### src/rtl/risc_pkg.sv
// Shared definitions for the RISC core support blocks: loader FSM states,
// loader error codes and program-memory constants.
package risc_pkg;

    localparam int         MEM_DEPTH  = 32;
    localparam logic [2:0] HLT_OPCODE = 3'b000;
    // Unused words are filled with a HLT instruction so a short program stops cleanly.
    localparam logic [7:0] FILL_WORD  = {HLT_OPCODE, 5'b00000};

    typedef enum logic [2:0] {
        IDLE,
        LEN,
        DATA,
        CSUM,
        FILL,
        RUN,
        DONE,
        ERR
    } loader_state_t;

    typedef enum logic [1:0] {
        ERR_NONE    = 2'b00,
        ERR_BAD_LEN = 2'b01,
        ERR_CSUM    = 2'b10
    } err_code_t;

endpackage

### src/rtl/risc_prog_loader.sv
// Program loader for the 8-bit RISC core: streams a framed image into the
// 32x8 program memory, zero-fills the tail, then runs the core until it halts.
module risc_prog_loader #(
    parameter int DATA_WIDTH = 8,
    parameter int ADDR_WIDTH = 5,
    parameter int MEM_DEPTH  = 32
) (
    input  logic                  clk,
    input  logic                  rst,
    input  logic                  start,
    input  logic                  in_valid,
    input  logic [DATA_WIDTH-1:0] in_data,
    output logic                  in_ready,
    input  logic                  halt,
    output logic                  mem_wr,
    output logic [ADDR_WIDTH-1:0] mem_addr,
    output logic [DATA_WIDTH-1:0] mem_wdata,
    output logic                  cpu_run,
    output logic                  done,
    output logic                  err,
    output logic [1:0]            err_code,
    output logic [2:0]            fsm_state
);
    import risc_pkg::*;

    localparam logic [ADDR_WIDTH:0]   FULL_COUNT = (ADDR_WIDTH+1)'(MEM_DEPTH);
    localparam logic [ADDR_WIDTH:0]   LAST_ADDR  = (ADDR_WIDTH+1)'(MEM_DEPTH - 1);
    localparam logic [DATA_WIDTH-1:0] MAX_LEN    = DATA_WIDTH'(MEM_DEPTH);

    loader_state_t         state;
    logic [ADDR_WIDTH:0]   cnt;
    logic [ADDR_WIDTH:0]   len;
    logic [DATA_WIDTH-1:0] csum;
    logic                  accept;
    logic                  len_ok;
    logic [DATA_WIDTH-1:0] csum_next;

    // Handshake: a byte transfers on a rising edge where in_valid & in_ready;
    // in_ready depends only on state, and in_valid outside LEN/DATA/CSUM is ignored.
    assign in_ready  = (state == LEN) || (state == DATA) || (state == CSUM);
    assign accept    = in_valid & in_ready;
    assign len_ok    = (in_data != '0) && (in_data <= MAX_LEN);
    assign csum_next = csum + in_data;
    assign fsm_state = state;

    always_ff @(posedge clk or negedge rst) begin
        if (!rst) begin
            state     <= IDLE;
            cnt       <= '0;
            len       <= '0;
            csum      <= '0;
            mem_wr    <= 1'b0;
            mem_addr  <= '0;
            mem_wdata <= '0;
            cpu_run   <= 1'b0;
            done      <= 1'b0;
            err       <= 1'b0;
            err_code  <= ERR_NONE;
        end else begin
            mem_wr <= 1'b0;
            case (state)
                IDLE, DONE, ERR: begin
                    if (start) begin
                        state    <= LEN;
                        cnt      <= '0;
                        csum     <= '0;
                        done     <= 1'b0;
                        err      <= 1'b0;
                        err_code <= ERR_NONE;
                    end
                end
                LEN: begin
                    if (accept) begin
                        if (len_ok) begin
                            len   <= in_data[ADDR_WIDTH:0];
                            state <= DATA;
                        end else begin
                            err      <= 1'b1;
                            err_code <= ERR_BAD_LEN;
                            state    <= ERR;
                        end
                    end
                end
                DATA: begin
                    if (accept) begin
                        mem_wr    <= 1'b1;
                        mem_addr  <= cnt[ADDR_WIDTH-1:0];
                        mem_wdata <= in_data;
                        csum      <= csum_next;
                        cnt       <= cnt + 1'b1;
                        if (cnt == len - 1'b1) state <= CSUM;
                    end
                end
                CSUM: begin
                    if (accept) begin
                        if (csum_next == '0) begin
                            state <= (cnt == FULL_COUNT) ? RUN : FILL;
                        end else begin
                            err      <= 1'b1;
                            err_code <= ERR_CSUM;
                            state    <= ERR;
                        end
                    end
                end
                FILL: begin
                    mem_wr    <= 1'b1;
                    mem_addr  <= cnt[ADDR_WIDTH-1:0];
                    mem_wdata <= FILL_WORD;
                    cnt       <= cnt + 1'b1;
                    if (cnt == LAST_ADDR) state <= RUN;
                end
                RUN: begin
                    // The core sits in reset until cpu_run is high, so halt is only trusted after that.
                    cpu_run <= 1'b1;
                    if (cpu_run && halt) begin
                        cpu_run <= 1'b0;
                        done    <= 1'b1;
                        state   <= DONE;
                    end
                end
                default: state <= IDLE;
            endcase
        end
    end

endmodule
### config.mk
export PLATFORM = sky130hd
export DESIGN_NAME = risc_prog_loader
export DESIGN_NICKNAME = d
export VERILOG_FILES = /design/src/rtl/risc_pkg.sv /design/src/rtl/risc_prog_loader.sv
export SDC_FILE = /design/constraint.sdc
export NUM_CORES = 1
export LEC_CHECK = 0
export ABC_AREA = 1
export BUFFER_PORTS_ARGS = -buffer_cell sky130_fd_sc_hd__buf_2
export CAP_MARGIN = 40
export CORE_AREA = 2 2 74 76
export CTS_BUF_LIST = sky130_fd_sc_hd__clkbuf_16
export CTS_CLUSTER_SIZE = 10
export DETAILED_ROUTE_END_ITERATION = 16
export DIE_AREA = 0 0 76 78
export MAX_ROUTING_LAYER = met4
export PLACE_DENSITY = 0.81
export SLEW_MARGIN = 20
export SYNTH_ARGS = -nofsm -noshare
export SYNTH_HDL_FRONTEND = slang
export SYNTH_SLANG_ARGS = --single-unit
### constraint.sdc
create_clock -name clk -period 1.9 [get_ports clk]
set_input_delay 0.095 -clock clk [delete_from_list [all_inputs] [get_ports clk]]
set_output_delay 0.095 -clock clk [all_outputs]
set_load 0.1 [all_outputs]
# Word-level counts from Yosys, hierarchy flattened
# Index checks and enable logic that the tools add are counted.
[classes]
n_eq_ne = 19
n_addsub = 3
muxes = 38
order_cmp = 1
n_bitwise = 1
n_reduce_logical = 20
[op_table]
columns = ["cell", "count"]
rows = [
  ["$pmux W8 S2", 2],
  ["$mux W3", 8],
  ["$mux W8", 3],
  ["$pmux W3 S6", 1],
  ["$pmux W6 S3", 1],
  ["$ne A2 B2 Y1 const B", 8],
  ["$eq A3 B3 Y1 const B", 4],
  ["$mux W2", 6],
  ["$mux W6", 2],
  ["$reduce_and A3 Y1", 4],
  ["$pmux W5 S2", 1],
  ["$mux W1", 9],
  ["$add A8 B8 Y8", 1],
  ["$le A8 B6 Y1 const B", 1],
  ["$logic_not A8 Y1", 1],
  ["$reduce_bool A8 Y1", 1],
  ["$reduce_and A7 Y1", 1],
  ["$add A6 B1 Y6 const B", 1],
  ["$eq A3 B2 Y1 const B", 2],
  ["$eq A6 B5 Y1 const B", 1],
  ["$eq A6 B6 Y1", 1],
  ["$eq A6 B6 Y1 const B", 1],
  ["$pmux W2 S3", 1],
  ["$reduce_and A6 Y1", 1],
  ["14 further kinds", 20],
]
[totals]
word_cells = 93
output_inout_bits = 23
regBits = 42
in_bits = 13

# Longest topological paths before layout
# Gate-level depths: netlist of run 1.
[logic_depth]
word_depth = 6
mapped_depth = 15
ltp_nobuf = 15

# Worst setup path after synthesis of run 1
# OpenSTA, ideal clock, no wires.
[synth_timing]
kind = "register -> register"
startpoint = "register state[0] (netlist: fsm_state[0])"
endpoint = "register err"
arrival_ps = 2161
setup_ps = 122
required_ps = 1778
period_less_slack_ps = 2283
slack_ps = -383
n_path_buf = 0
path_stages_with_launch = 12
cell_sequence = "dfrtp_1 -> nand3_2 -> nand2_4 -> nor2_4 -> nand2_2 -> nand2_1 -> nor2_1 -> nand2_1 -> inv_2 -> nand2_2 -> nand2_1 -> nand2_1"
[synth_via]
elab_chain_len = 6
elab_cells_between_ends = 18
classes_between = "eq/ne (10); mux (1); bitwise (1); reduce/logical (6)"
[synth_rtl]
columns = ["element", "line_no", "source"]
rows = [
  ["start, declared", "risc_prog_loader.sv:30", "loader_state_t state;"],
  ["start signal, assigned", "risc_prog_loader.sv:97", "state <= (cnt == FULL_COUNT) ? RUN : FILL;"],
  ["$eq A3 B1 Y1 / $eq A3 B2 Y1 (equally long branches)", "risc_prog_loader.sv:40", "assign in_ready = (state == LEN) || (state == DATA) || (state == CSUM);"],
  ["$logic_or A1 B1 Y1", "risc_prog_loader.sv:40", ""],
  ["$logic_or A1 B1 Y1 (*)", "risc_prog_loader.sv:40", ""],
  ["via in_ready", "risc_prog_loader.sv:13", "output logic in_ready,"],
  ["$and A1 B1 Y1 (*)", "risc_prog_loader.sv:41", "assign accept = in_valid & in_ready;"],
  ["$ne A2 B2 Y1 (no source line)", "n/a", ""],
  ["$reduce_and A6 Y1 (no source line) (*)", "n/a", ""],
  ["end signal, assigned", "risc_prog_loader.sv:57", "err <= 1'b0;"],
  ["end signal, assigned", "risc_prog_loader.sv:68", "err <= 1'b0;"],
  ["end signal, assigned", "risc_prog_loader.sv:78", "err <= 1'b1;"],
  ["end, declared", "risc_prog_loader.sv:20", "output logic err,"],
]
# The timed path passes the listed nets; every way through them passes the cells marked *.
# A chain may end at the register's enable or synchronous reset.

# Worst setup path after layout of run 1
[layout_timing]
startpoint = "register csum[0]"
endpoint = "register err_code[1]"
[layout_via]
elab_chain_len = 4
[layout_rtl]
columns = ["element", "line_no", "source"]
rows = [
  ["start, declared", "risc_prog_loader.sv:33", "logic [DATA_WIDTH-1:0] csum;"],
  ["start signal, assigned", "risc_prog_loader.sv:89", "csum <= csum_next;"],
  ["$add A8 B8 Y8", "risc_prog_loader.sv:43", "assign csum_next = csum + in_data;"],
  ["$logic_not A8 Y1", "risc_prog_loader.sv:96", "if (csum_next == '0) begin"],
  ["$ne A2 B2 Y1 (no source line)", "n/a", ""],
  ["$reduce_and A6 Y1 (no source line)", "n/a", ""],
  ["end signal, assigned", "risc_prog_loader.sv:58", "err_code <= ERR_NONE;"],
  ["end signal, assigned", "risc_prog_loader.sv:69", "err_code <= ERR_NONE;"],
  ["end signal, assigned", "risc_prog_loader.sv:100", "err_code <= ERR_CSUM;"],
  ["end, declared", "risc_prog_loader.sv:21", "output logic [1:0] err_code,"],
]
# Every way passes these cells.

==> results.sh, run 1 <==
export IMPL_crit_fanout=3
export IMPL_hpwl_mm=4.23
export IMPL_clk_insertion_delay_late_ns=0.29
export IMPL_min_path_type="input port to flop"
export IMPL_die_h_um=78
export IMPL_hold_ws_ns=0.0708
export IMPL_avgSynthCellArea_um2=7.42
export IMPL_via_per_inst=4.99
export IMPL_vias=2317
export IMPL_drtPass1Iterations=5
export IMPL_yosysUniqueCellTypes=27
export IMPL_final_common_cell="nand2_1"
export IMPL_cp_num_buf_inv=0
export IMPL_mostFrequentLayoutCells="nand2_1 (109), inv_1 (49), dfrtp_1 (39)"
export IMPL_synth_fp_nets=373
export IMPL_worstSetupPathType="flop to flop"
export IMPL_dp_cells=453
export IMPL_wire_per_inst_um=12.2
export IMPL_fin_cells=464
export IMPL_clockBufferDepth=2
export IMPL_ctsRootBufferMaster="clkbuf_16"
export IMPL_die_area_um2=5930
export IMPL_fin_crit_sh_pct=99.1
export IMPL_fmax_mhz=531
export IMPL_synth_flop_cell="dfrtp_1"
export IMPL_cap_violations=0
export IMPL_final_nets=417
export IMPL_cp_required_ns=2.13
export IMPL_tightest_slew_ns=0.619
export IMPL_cp_data_arrival_time_ns=2.11
export IMPL_synth_top_area_share_pct=40.6
export IMPL_ys_top_cells_by_area="dfrtp_1 (41%), nand2_1 (16%), inv_1 (6.8%)"
export IMPL_start_util_pct=51.3
export IMPL_finalSetupViolations=0
export IMPL_crit_path_start_kind="flop"
export IMPL_cts_sinks=42
export IMPL_core_um2=5040
export IMPL_path_cells="ha_2 -> fa_2 -> xor2_1 -> nor2_1 -> nand3_1 -> nor2_2 -> nand3_1 -> nand2_2 -> nand2_1 -> nand2_1"
export IMPL_areaGrowthSynthToFinish_pct=18.1
export IMPL_hold_viol_final=0
export IMPL_cts_buffers=5
export IMPL_drt_wl_total_mm=5.66
export IMPL_globalplace_congestion=0.880
export IMPL_synth_area_um2=2590
export IMPL_skew_ns=0.00701
export IMPL_first_global_vias=2182
export IMPL_cp_slowest_cell="dfrtp_1"
export IMPL_synth_edf_count=0
export IMPL_final_core_util_pct=60.6
export IMPL_slew_headroom_pct=58.7
export IMPL_num_rows=26
export IMPL_gr_usage_all_layers_pct=21.2
export IMPL_max_stage_delay_ns=0.38
export IMPL_yosys_area_top_type="dfrtp_1"
export IMPL_drc_errors=0
export IMPL_status="finished clean"
export IMPL_grt_pass1_wl_mm=9.79
export IMPL_fin_crit_ns=1.88
export IMPL_ys_seq_elements=42
export IMPL_ant_nets=0
export IMPL_grt_start_max_net_pins=28
export IMPL_overflow=0
export IMPL_port_buffers=35
export IMPL_cp_top_family="simple AND/OR/NAND/NOR gates"
export IMPL_die_x_um=76
export IMPL_ys_seq_area_share_pct=40.6
export IMPL_drt_iter0_drc=95
export IMPL_diodes=0
export IMPL_cp_end_kind="flop"
export IMPL_clk_pin_slew_ns=0.06
export IMPL_yosys_warnings=0
export IMPL_slew_violations=0
export IMPL_antenna_found_initial=0
export IMPL_syn_instance_count=349
export IMPL_drive_above_1_share_pct=19.8
export IMPL_postSynth_asyncResetShare_pct=100
export IMPL_io_pins=36
export IMPL_rsz0062_at_grt="yes"
export IMPL_cts_tree="done"
export IMPL_cts_htree_levels=2
## flip-flops by register name, summed over array words and instances, names as in the netlist, 2 cells and up
register   flops
cnt            6
csum           8
err_code       2
fsm_state      3
len            6
mem_addr       5
mem_wdata      8
## what timing repair did
item | in CTS | in global routing
hold endpoints to repair | 25 | 0
gates resized for setup | 2 | 5
setup endpoints to repair | 5 | 6
hold buffers | 1 | 0
setup buffers | 0 | 2
## cells in the mapped netlist, types with 5 or more instances
cell	count
o21ai_0	11
inv_2	7
inv_1	47
xor2_1	5
nor2_4	5
nor2_1	29
a21oi_1	7
ha_1	10
nand3_1	34
dfrtp_1	42
nand2_1	109
o21ai_1	15
## routing by layer
metal	wire length, um	part of all wire, %	up-vias	GRT usage [%]
li1	-	-	1181	-
met1	2590	46	1085	26.4
met2	2810	50	45	35.2
met3	168	3.0	6	4.19
met4	89	1.6	0	7.09
met5	0	0	-	-
## worst paths after layout
kind / depth (start not counted) / from / slack, ns / to
min in group asynchronous: 2 / rst / 0.36 / len[3]
max in group asynchronous: 3 / rst / 0.98 / mem_wdata[4]
min reg2reg: 2 / err_code[0] / 0.48 / err_code[0]
min: 3 / halt / 0.07 / done
max: 10 / csum[0] / 0.02 / err_code[1]
max reg2reg: 10 / csum[0] / 0.02 / err_code[1]
## worst min-delay path, stage by stage
cell and delay, ns:
buf_2 0.09, nand2_1 0.06, o21ai_0 0.07
## final cells by class
| class | instances | area (um2) |
|---|---|---|
| Clock inverter | 3 | 37.5 |
| Timing Repair Buffer | 41 | 223 |
| Inverter | 55 | 209 |
| Multi-Input combinational cell | 248 | 1320 |
| Sequential cell | 42 | 1060 |
| Tap cell | 70 | 87.6 |
| Fill cell | 445 | 1990 |
| Clock buffer | 5 | 125 |
## metrics by stage
step	worst slack [ns]	cell area (um2)	TNS, ns
3_3_place_gp	-0.0233	2850	-0.0422
4_1_cts	0.0224	3030	0
2_1_floorplan	0.0142	2600	0
6_report	0.0174	3060	0
5_1_grt	-0.163	3060	-0.666
3_5_place_dp	-0.0564	2850	-0.241
## logic make-up after synthesis
| group | count (synthesis) | synth area share, % |
|---|---|---|
| simple gates | 192 | 33.6 |
| compound gates | 37 | 8.12 |
| xor+xnor | 8 | 2.71 |
| fa+ha+maj | 11 | 5.61 |
| flops | 42 | 40.6 |
| buf+inv | 59 | 9.33 |
Power of run 1 is not shown: default switching activity piles up to over one toggle a cycle in this logic, so the estimate is an artifact.
==> run 2: changes to the inputs <==
--- a/config.mk
+++ b/config.mk
@@ -10,3 +10,3 @@
 export CAP_MARGIN = 40
-export CORE_AREA = 2 2 74 76
+export CORE_AREA = 2 2 96 98
 export CTS_BUF_LIST = sky130_fd_sc_hd__clkbuf_16
@@ -14,5 +14,5 @@
 export DETAILED_ROUTE_END_ITERATION = 16
-export DIE_AREA = 0 0 76 78
+export DIE_AREA = 0 0 98 100
 export MAX_ROUTING_LAYER = met4
-export PLACE_DENSITY = 0.81
+export PLACE_DENSITY = 0.54
 export SLEW_MARGIN = 20
==> constraint.sdc (replaced) <==
create_clock -name clk -period 1.9 [get_ports clk]
set_input_delay 0.38 -clock clk [delete_from_list [all_inputs] [get_ports clk]]
set_output_delay 0.38 -clock clk [all_outputs]
set_load 0.1 [all_outputs]
==> results.sh, run 2 (same netlist as run 1, synthesis figures left out) <==
export IMPL_die_x_um=98
export IMPL_ctsRootBufferMaster="clkbuf_16"
export IMPL_grt_pass1_wl_mm=10.8
export IMPL_cts_tree="done"
export IMPL_hold_ws_ns=0.0182
export IMPL_reg_largest_list="csum x8, mem_wdata x8"
export IMPL_drtPass1Iterations=4
export IMPL_die_area_um2=9800
export IMPL_globalplace_congestion=0.840
export IMPL_hpwl_mm=4.88
export IMPL_nFillCells=974
export IMPL_tightest_slew_ns=0.489
export IMPL_diodes=0
export IMPL_clockBufferDepth=2
export IMPL_final_core_util_pct=35.5
export IMPL_multi_input_area_um2=1310
export IMPL_cp_data_arrival_time_ns=2.04
export IMPL_status="finished clean"
export IMPL_vias=2292
export IMPL_die_h_um=100
export IMPL_num_rows=35
export IMPL_drive_above_1_share_pct=21.4
export IMPL_rsz0062_at_grt="yes"
export IMPL_cts_buffers=5
export IMPL_mostFrequentLayoutCells="nand2_1 (108), inv_1 (48), dfrtp_1 (39)"
export IMPL_ant_nets=0
export IMPL_first_global_vias=2312
export IMPL_port_buffers=35
export IMPL_via_per_inst=4.47
export IMPL_drt_iter0_drc=75
export IMPL_start_util_pct=29.1
export IMPL_cp_end_kind="flop"
export IMPL_core_um2=8890
export IMPL_final_common_cell="nand2_1"
export IMPL_drc_errors=0
export IMPL_gr_usage_all_layers_pct=14.1
export IMPL_finalSetupViolations=0
export IMPL_wire_per_inst_um=12.1
export IMPL_fin_crit_ns=1.87
export IMPL_ctsHoldBuffers=0
export IMPL_antenna_found_initial=0
export IMPL_final_seq_area_um2=1060
export IMPL_overflow=0
export IMPL_fin_crit_sh_pct=98.3
export IMPL_cts_htree_levels=2
export IMPL_grt_start_max_net_pins=19
export IMPL_dp_cells=505
export IMPL_skew_ns=0.00300
export IMPL_areaGrowthSynthToFinish_pct=21.7
export IMPL_clk_insertion_delay_late_ns=0.28
export IMPL_cp_required_ns=2.08
export IMPL_cts_sinks=42
export IMPL_crit_fanout=3
export IMPL_slew_headroom_pct=67.6
export IMPL_io_pins=36
export IMPL_hold_viol_final=0
export IMPL_cts_setup_buffers=0
export IMPL_final_nets=425
export IMPL_r2r_slack_ns=0.03
export IMPL_slew_violations=0
export IMPL_crit_path_start_kind="flop"
export IMPL_clk_pin_slew_ns=0.06
export IMPL_cap_violations=0
export IMPL_fin_cells=513
export IMPL_fmax_mhz=536
export IMPL_drt_wl_total_mm=6.20
export IMPL_worstSetupPathType="flop to flop"
export IMPL_min_path_type="input port to async pin"
==> run 2: critical path, cell delays in order, from the launching register on <==
cell and delay, ns:
dfrtp_1 0.38, ha_2 0.19, fa_2 0.37, xor2_1 0.18
nor2_1 0.10, nand3_1 0.10, nor2_2 0.12, nand2_1 0.10
nand2_2 0.07, nand2_1 0.05, nand2_1 0.05, nand2_1 0.05
==> run 2: metrics by stage <==
| step | cell area [um2] | setup WS (ns) | setup TNS, ns |
|---|---|---|---|
| 2_1_floorplan | 2600 | 0.0142 | 0 |
| 3_3_place_gp | 3000 | -0.192 | -0.901 |
| 3_5_place_dp | 3000 | -0.248 | -1.20 |
| 4_1_cts | 3140 | 0.00773 | 0 |
| 5_1_grt | 3150 | -0.171 | -0.729 |
| 6_report | 3150 | 0.0327 | 0 |
==> run 2: per-layer routing <==
| layer | global-route usage, % | wire length [um] |
|---|---|---|
| met3 | 2.37 | 259 |
| met1 | 17.8 | 2900 |
| met4 | 4.70 | 116 |
| met2 | 23.2 | 2920 |
| met5 | - | 0 |
==> run 2: layout make-up <==
| cell class | count | area share [%] |
|---|---|---|
| Inverter | 55 | 6.63 |
| Multi-Input combinational cell | 248 | 41.6 |
| Timing Repair Buffer | 49 | 9.37 |
| Sequential cell | 42 | 33.6 |
| Clock buffer | 5 | 3.97 |
| Clock inverter | 3 | 0.397 |
| Tap cell | 111 | 4.41 |
==> run 2: what timing repair did <==
action                     in CTS  in global routing
pin swaps                       1                  0
gates resized for setup         3                  3
setup endpoints to repair       5                  6
gates cloned                    0                  0
==> run 2: path summary, 6_finish.rpt <==
kind	start	to	cells past startpoint
worst max-delay path	csum[0]	fsm_state[0]	11
worst min-delay path	rst	len[1]	1
worst max register to register	csum[0]	fsm_state[0]	11
worst min register to register	mem_addr[2]	mem_addr[2]	2
max in group asynchronous	rst	mem_wdata[6]	2
min in group clk	halt	done	3
Power of run 2 is left out for the same reason.
